**config.mk**
```make
export PLATFORM = sky130hd
export DESIGN_NAME = nv_nvdla_cdma_wg_fifo_arb
export DESIGN_NICKNAME = d
export VERILOG_FILES = /design/src/rtl/nv_nvdla_cdma_wg_fifo_arb.sv
export SDC_FILE = /design/constraint.sdc
export NUM_CORES = 1
export LEC_CHECK = 0
export CORE_MARGIN = 5
export CORE_UTILIZATION = 30
export CTS_CLUSTER_SIZE = 16
export DETAILED_ROUTE_END_ITERATION = 6
export PLACE_DENSITY_LB_ADDON = 0.1
export SYNTH_ARGS = -nofsm -noshare
export SYNTH_HDL_FRONTEND = slang
export SYNTH_SLANG_ARGS = --single-unit
```
**constraint.sdc**
```tcl
create_clock -name clk -period 4.3 [get_ports clk]
set_input_delay 0.86 -clock clk [delete_from_list [all_inputs] [get_ports clk]]
set_output_delay 0.86 -clock clk [all_outputs]
set_load 0.02 [all_outputs]
```
**src/rtl/nv_nvdla_cdma_wg_fifo_arb.sv**
```systemverilog
// -----------------------------------------------------------------------------
// nv_nvdla_cdma_wg_fifo_arb
//
// Write-side arbiter and credit scheduler for the CDMA WG 128x5 FIFO.
// Requester 0 (DC path) and requester 1 (WG path) share the single FIFO write
// port. Each word written is {src_id, payload}. Per-source occupancy is
// tracked from the pop side and gated by programmable quotas. A group that
// does not end on its first beat locks the grant to its source until the
// group's last beat, or until MAX_BURST beats, whichever comes first.
//
// Ports:
//   clk, reset_             core clock, asynchronous active-high reset
//   reqN_valid/ready/data/last  requester N beat handshake (N = 0, 1)
//   quota0, quota1          max outstanding entries per source (0 = disabled)
//   fifo_wr_req/ready/data  registered FIFO write port
//   fifo_pop, fifo_pop_src  pop handshake and source bit of popped word
//   outstanding0/1          entries accepted and not yet popped, per source
//   burst_trunc             sticky flag: a burst was force-released
//
// Optional build macro CDMA_WG_ARB_STATS_EN adds stat_clr (in) and the
// 16-bit saturating counters stat_beats0, stat_beats1 and stat_stall (out).
// -----------------------------------------------------------------------------
module nv_nvdla_cdma_wg_fifo_arb #(
  parameter int DEPTH     = 128,
  parameter int CNT_W     = 8,
  parameter int DW        = 4,
  parameter int MAX_BURST = 4
) (
  input  logic             clk,
  input  logic             reset_,
  input  logic             req0_valid,
  output logic             req0_ready,
  input  logic [DW-1:0]    req0_data,
  input  logic             req0_last,
  input  logic             req1_valid,
  output logic             req1_ready,
  input  logic [DW-1:0]    req1_data,
  input  logic             req1_last,
  input  logic [CNT_W-1:0] quota0,
  input  logic [CNT_W-1:0] quota1,
  output logic             fifo_wr_req,
  input  logic             fifo_wr_ready,
  output logic [DW:0]      fifo_wr_data,
  input  logic             fifo_pop,
  input  logic             fifo_pop_src,
  output logic [CNT_W-1:0] outstanding0,
  output logic [CNT_W-1:0] outstanding1,
  output logic             burst_trunc
`ifdef CDMA_WG_ARB_STATS_EN
  ,
  input  logic             stat_clr,
  output logic [15:0]      stat_beats0,
  output logic [15:0]      stat_beats1,
  output logic [15:0]      stat_stall
`endif
);

  localparam int BC_W = $clog2(MAX_BURST + 1);

  typedef enum logic [1:0] {
    IDLE  = 2'd0,
    LOCK0 = 2'd1,
    LOCK1 = 2'd2
  } state_e;

  state_e           state_q, state_d;
  logic             rr_ptr_q, rr_ptr_d;
  logic [BC_W-1:0]  beat_cnt_q, beat_cnt_d;
  logic             burst_trunc_q, burst_trunc_d;
  logic             out_vld_q, out_vld_d;
  logic [DW:0]      out_data_q, out_data_d;
  logic [CNT_W-1:0] outstanding0_q, outstanding0_d;
  logic [CNT_W-1:0] outstanding1_q, outstanding1_d;

  // ---------------------------------------------------------------------------
  // Eligibility
  // ---------------------------------------------------------------------------
  logic             stage_free;
  logic [CNT_W:0]   occ_sum;
  logic             credit_ok;
  logic             elig0, elig1;

  // The output register can take a beat when it is empty or draining now.
  assign stage_free = !out_vld_q || fifo_wr_ready;
  assign occ_sum    = {1'b0, outstanding0_q} + {1'b0, outstanding1_q};
  assign credit_ok  = occ_sum < (CNT_W+1)'(DEPTH);

  // reset_ gates eligibility so no beat is handshaken while reset is held.
  assign elig0 = !reset_ && req0_valid && (outstanding0_q < quota0) &&
                 credit_ok && stage_free;
  assign elig1 = !reset_ && req1_valid && (outstanding1_q < quota1) &&
                 credit_ok && stage_free;

  // ---------------------------------------------------------------------------
  // FSM: state register
  // ---------------------------------------------------------------------------
  // NOTE: sequential state uses non-blocking assignments so every register
  // samples pre-edge values regardless of process ordering.
  always_ff @(posedge clk or posedge reset_) begin
    if (reset_) begin
      state_q       <= IDLE;
      rr_ptr_q      <= 1'b0;
      beat_cnt_q    <= '0;
      burst_trunc_q <= 1'b0;
    end else begin
      state_q       <= state_d;
      rr_ptr_q      <= rr_ptr_d;
      beat_cnt_q    <= beat_cnt_d;
      burst_trunc_q <= burst_trunc_d;
    end
  end

  // ---------------------------------------------------------------------------
  // FSM: output logic (grant selection)
  // ---------------------------------------------------------------------------
  logic grant_vld;
  logic grant_src;

  // NOTE: every variable gets a default at the top of a combinational block so
  // no path leaves it unassigned and no latch is inferred.
  always_comb begin
    grant_vld = 1'b0;
    grant_src = 1'b0;
    unique case (state_q)
      IDLE: begin
        if (elig0 && elig1) begin
          grant_vld = 1'b1;
          grant_src = rr_ptr_q;
        end else if (elig0) begin
          grant_vld = 1'b1;
          grant_src = 1'b0;
        end else if (elig1) begin
          grant_vld = 1'b1;
          grant_src = 1'b1;
        end
      end
      // A locked source that is not eligible stalls; the other side waits.
      LOCK0: begin
        grant_vld = elig0;
        grant_src = 1'b0;
      end
      LOCK1: begin
        grant_vld = elig1;
        grant_src = 1'b1;
      end
      default: ;
    endcase
  end

  assign req0_ready = grant_vld && !grant_src;
  assign req1_ready = grant_vld &&  grant_src;

  // ---------------------------------------------------------------------------
  // FSM: next-state logic
  // ---------------------------------------------------------------------------
  logic             acc_last;
  logic [DW-1:0]    acc_data;
  logic [BC_W-1:0]  beat_next;

  assign acc_last  = grant_src ? req1_last : req0_last;
  assign acc_data  = grant_src ? req1_data : req0_data;
  // In IDLE the counter is 0, so the first beat of a group counts as 1.
  assign beat_next = beat_cnt_q + BC_W'(1);

  always_comb begin
    state_d       = state_q;
    rr_ptr_d      = rr_ptr_q;
    beat_cnt_d    = beat_cnt_q;
    burst_trunc_d = burst_trunc_q;
    if (grant_vld) begin
      if (state_q == IDLE) rr_ptr_d = !grant_src;
      if (acc_last || (beat_next == BC_W'(MAX_BURST))) begin
        state_d    = IDLE;
        beat_cnt_d = '0;
        if (!acc_last) burst_trunc_d = 1'b1;
      end else begin
        state_d    = grant_src ? LOCK1 : LOCK0;
        beat_cnt_d = beat_next;
      end
    end
  end

  // ---------------------------------------------------------------------------
  // Output stage and occupancy counters
  // ---------------------------------------------------------------------------
  logic inc0, inc1, dec0, dec1;

  assign inc0 = grant_vld && !grant_src;
  assign inc1 = grant_vld &&  grant_src;
  // Pops reported against an empty count are ignored rather than wrapping.
  assign dec0 = fifo_pop && !fifo_pop_src && (outstanding0_q != '0);
  assign dec1 = fifo_pop &&  fifo_pop_src && (outstanding1_q != '0);

  always_comb begin
    out_vld_d      = out_vld_q;
    out_data_d     = out_data_q;
    if (stage_free) begin
      out_vld_d = grant_vld;
      if (grant_vld) out_data_d = {grant_src, acc_data};
    end
    outstanding0_d = outstanding0_q + CNT_W'(inc0) - CNT_W'(dec0);
    outstanding1_d = outstanding1_q + CNT_W'(inc1) - CNT_W'(dec1);
  end

  always_ff @(posedge clk or posedge reset_) begin
    if (reset_) begin
      out_vld_q      <= 1'b0;
      out_data_q     <= '0;
      outstanding0_q <= '0;
      outstanding1_q <= '0;
    end else begin
      out_vld_q      <= out_vld_d;
      out_data_q     <= out_data_d;
      outstanding0_q <= outstanding0_d;
      outstanding1_q <= outstanding1_d;
    end
  end

  assign fifo_wr_req  = out_vld_q;
  assign fifo_wr_data = out_data_q;
  assign outstanding0 = outstanding0_q;
  assign outstanding1 = outstanding1_q;
  assign burst_trunc  = burst_trunc_q;

`ifdef CDMA_WG_ARB_STATS_EN
  // ---------------------------------------------------------------------------
  // Saturating statistics counters
  // ---------------------------------------------------------------------------
  logic [15:0] stat_beats0_q, stat_beats1_q, stat_stall_q;
  logic        stall;

  assign stall = out_vld_q && !fifo_wr_ready;

  always_ff @(posedge clk or posedge reset_) begin
    if (reset_) begin
      stat_beats0_q <= '0;
      stat_beats1_q <= '0;
      stat_stall_q  <= '0;
    end else if (stat_clr) begin
      stat_beats0_q <= '0;
      stat_beats1_q <= '0;
      stat_stall_q  <= '0;
    end else begin
      if (inc0  && (stat_beats0_q != 16'hFFFF)) stat_beats0_q <= stat_beats0_q + 16'd1;
      if (inc1  && (stat_beats1_q != 16'hFFFF)) stat_beats1_q <= stat_beats1_q + 16'd1;
      if (stall && (stat_stall_q  != 16'hFFFF)) stat_stall_q  <= stat_stall_q  + 16'd1;
    end
  end

  assign stat_beats0 = stat_beats0_q;
  assign stat_beats1 = stat_beats1_q;
  assign stat_stall  = stat_stall_q;
`endif

endmodule

```
==> metrics, run 1 <==
status=completed; placed wire-length estimate=4800 um; Buf/Inv on CP=5; non-filler cells, final=435; Longest Clk Path Bufs=2; RD Place Congestion=0.844; number of flops mapped to enable cells by yosys=0; DRC=0; H-tree levels=2; top area cells in the synthesized netlist=dfrtp_1 31%, ha_1 24%, inv_1 6.7%; Hold Crit Class=flop to flop; Root Driver=clkbuf_8; Crit Path Category=input pin to primary output; sequential area share after synthesis=0.309; maximum number of pins on one net before global-route repair=16; ys flop type=dfrtp_1; Synth cell types=47; Reg clk slew, reported paths=0.07 ns; Num CTS Buffers=5; Hold Slack=0.476 ns; Avg Cell Area, Syn=9.50 um^2; worst-skew pair later-pin latency=0.29 ns; PD cells=773 nW/um^2; top-area cell type share of the netlist area=0.309; CP max FO=3; DR vias=1979; Worst Setup Slack, final=0.181 ns; cell area after synthesis=2350 um^2; Final min period=4.12 ns; IO buf count=57; Rows=32; crit-path max cell delay=0.46 ns; GR met3 Demand/Resource=0.0347; Post-Synthesis Cells=247; Iter 0 DRT Violations=28; layout cell share with drive strength beyond 1=0.177; global-route wire length before repair=10100 um; final WL=6070 um; post-synthesis mux area share=0.0213; Place WS=-0.299 ns; antenna viol nets, final=0; slew margin rel.=0.686; GR peak layer=met2; grt ovf=0; die height=98.4 um; fmax=243 MHz; Post-Synth Adder-Cell Area=0.257; Worst EP required=3.44 ns; Final Hold Fails=0; Syn Nets=327; CTS sink count=29; Synth Register Bits=29; Setup crit end kind=primary output; net count reported at finish=412; vias in the first global route=2062; Max-cap violations=0; final core occ=0.444; cell family with most CP delay=buffers and inverters; dpl cells=424; Worst Setup Start Kind=input pin; Pleak=1.68 nW; main combinational cell family by area after synthesis=adder cells; CTS tree=built; Worst Clk Skew=0.00675 ns; initial antenna violation count=0; Compound-Gate Fraction of Synth Area=0.163; setup_tns=0 ns; simple-gate area share of the yosys netlist=0.124; DIE AREA=9690 um^2; Synth area leader=dfrtp_1; XOR/XNOR Fraction of Synth Area=0.0485; Area Growth Syn to Fin=45.4%; # setup viols final=0; Final Cycle Share=0.958; met1 Use GR=0.169; Ys Warns=0; Worst-Margin Slew=0.470 ns; critical path's slowest cell=clkdlybuf4s50_1; via/cell ratio=4.55; drt first pass iters=4; sequence of cells on the critical path=clkdlybuf4s50_1, inv_1, ha_1, a211oi_2, o2111ai_2, a211oi_2, o21a_4, nor2_4, buf_4, buf_4, dlygate4sd2_1; ys async rst share=1.00; Initial Util=0.305; met2 usage=0.212; Worst EP arrival=3.26 ns; Die W=98.4 um; DR WL/cell=13.9 um; ant diodes=0; Top Ports=58; maximum vdd drop=0.415 mV; GRT Total Usage=0.130; core area=7690 um^2; fin. max-slew vios=0
[cells in the mapped netlist, drive strengths merged (2+ instances only)]
cell type and count:
nand2 18, a21o 4, o41ai 3, a22o 2, xor2 8, xnor2 5, o21bai 4, a211oi 7
o21ai 10, or2b 2, fa 2, nand3 4, nor2b 2, ha 45, and2 2, dfrtp 29
nand4 5, nor2 17, mux2i 5, buf 2, o211ai 2, inv 43, a21oi 13, o21a 2
[repair_timing]
item / 4_1_cts / 5_1_grt
endpoints found under the setup margin: 3 / 6
setup buffers: 0 / 3
hold endpoints to repair: 0 / 0
pin swaps: 0 / 12
gates resized for setup: 5 / 15
hold buffers: 0 / 0
cloned: 0 / 0
[through the flow]
step	power, W	area, um^2
after global routing	0.00290	3410
final	0.00264	3410
after global placement	0.00223	3180
after floorplan	0.00163	2350
after detailed placement	0.00223	3180
after CTS	0.00260	3320
[area by class of cell]
type                            count  area, um^2
Clock buffer                        5        68.8
Fill cell                         787        4280
Inverter                           43         165
Tap cell                          102         128
Timing Repair Buffer               80         741
Clock inverter                      3        65.1
Multi-Input combinational cell    173        1520
Sequential cell                    29         726
[worst paths after layout]
path | slack [ns] | to | from | depth (start not counted)
worst max-delay path | 0.18 | req1_ready | quota0[5] | 11
worst min-delay path | 0.48 | burst_trunc | burst_trunc | 1
worst max register to register | 0.70 | outstanding1[7] | outstanding0[2] | 18
worst min register to register | 0.48 | burst_trunc | burst_trunc | 1
max in group asynchronous | 3.09 | outstanding1[6] | reset_ | 3
min in group asynchronous | 1.01 | rr_ptr_q | reset_ | 3
[cells in the final DEF (no fill, tap or decap), types with 2 or more instances in the layout]
cell,n
a22o_1,2
o21ai_2,2
nand2_1,17
o21bai_1,4
a21oi_1,11
o21ai_0,2
inv_1,41
ha_4,2
a21oi_2,2
clkdlybuf4s50_1,55
mux2i_1,5
dlygate4sd2_1,2
nand3_1,3
o21ai_1,6
xnor2_1,5
buf_4,23
nor2_1,15
clkbuf_8,5
xor2_1,8
dfrtp_1,29
nand4_1,5
nor2b_1,2
a211oi_2,6
ha_1,42
a21o_1,3
and2_1,2
bufinv_16,2
o41ai_1,3
[per-layer routing]
layer,wire (um),vias to the layer above,part of all wire
met4,83,0,0.014
met2,2820,47,0.46
met1,2880,906,0.47
met3,285,7,0.047
met5,0,-,0
li1,-,1019,-
[registers in the layout (all words and copies together) (netlist names)]
| name | cells |
|---|---|
| beat_cnt_q | 3 |
| burst_trunc | 1 |
| fifo_wr_data | 5 |
| fifo_wr_req | 1 |
| outstanding0 | 8 |
| outstanding1 | 8 |
| rr_ptr_q | 1 |
| state_q | 2 |
[cell families after synthesis]
family | count (synthesis)
DFF | 29
xor gates and xnor gates | 13
muxes | 5
adders and majority gates | 47
AOI/OAI and AO/OA | 52
and+or+nand+nor | 56
buffers and inverters | 45
[report_power, final]
part           total (W)  switching [W]  internal [W]
Clock           0.000343       0.000113      0.000230
Sequential      0.000603       0.000187      0.000416
Combinational    0.00169       0.000845      0.000844
No activity file was read; power rests on OpenSTA's default activity.
==> inputs of run 2 (changes only) <==
Settings changed: GPL_ROUTABILITY_DRIVEN set to 0.
==> results of run 2 <==
Final layout, timing and power as in run 1 (identical DEF).
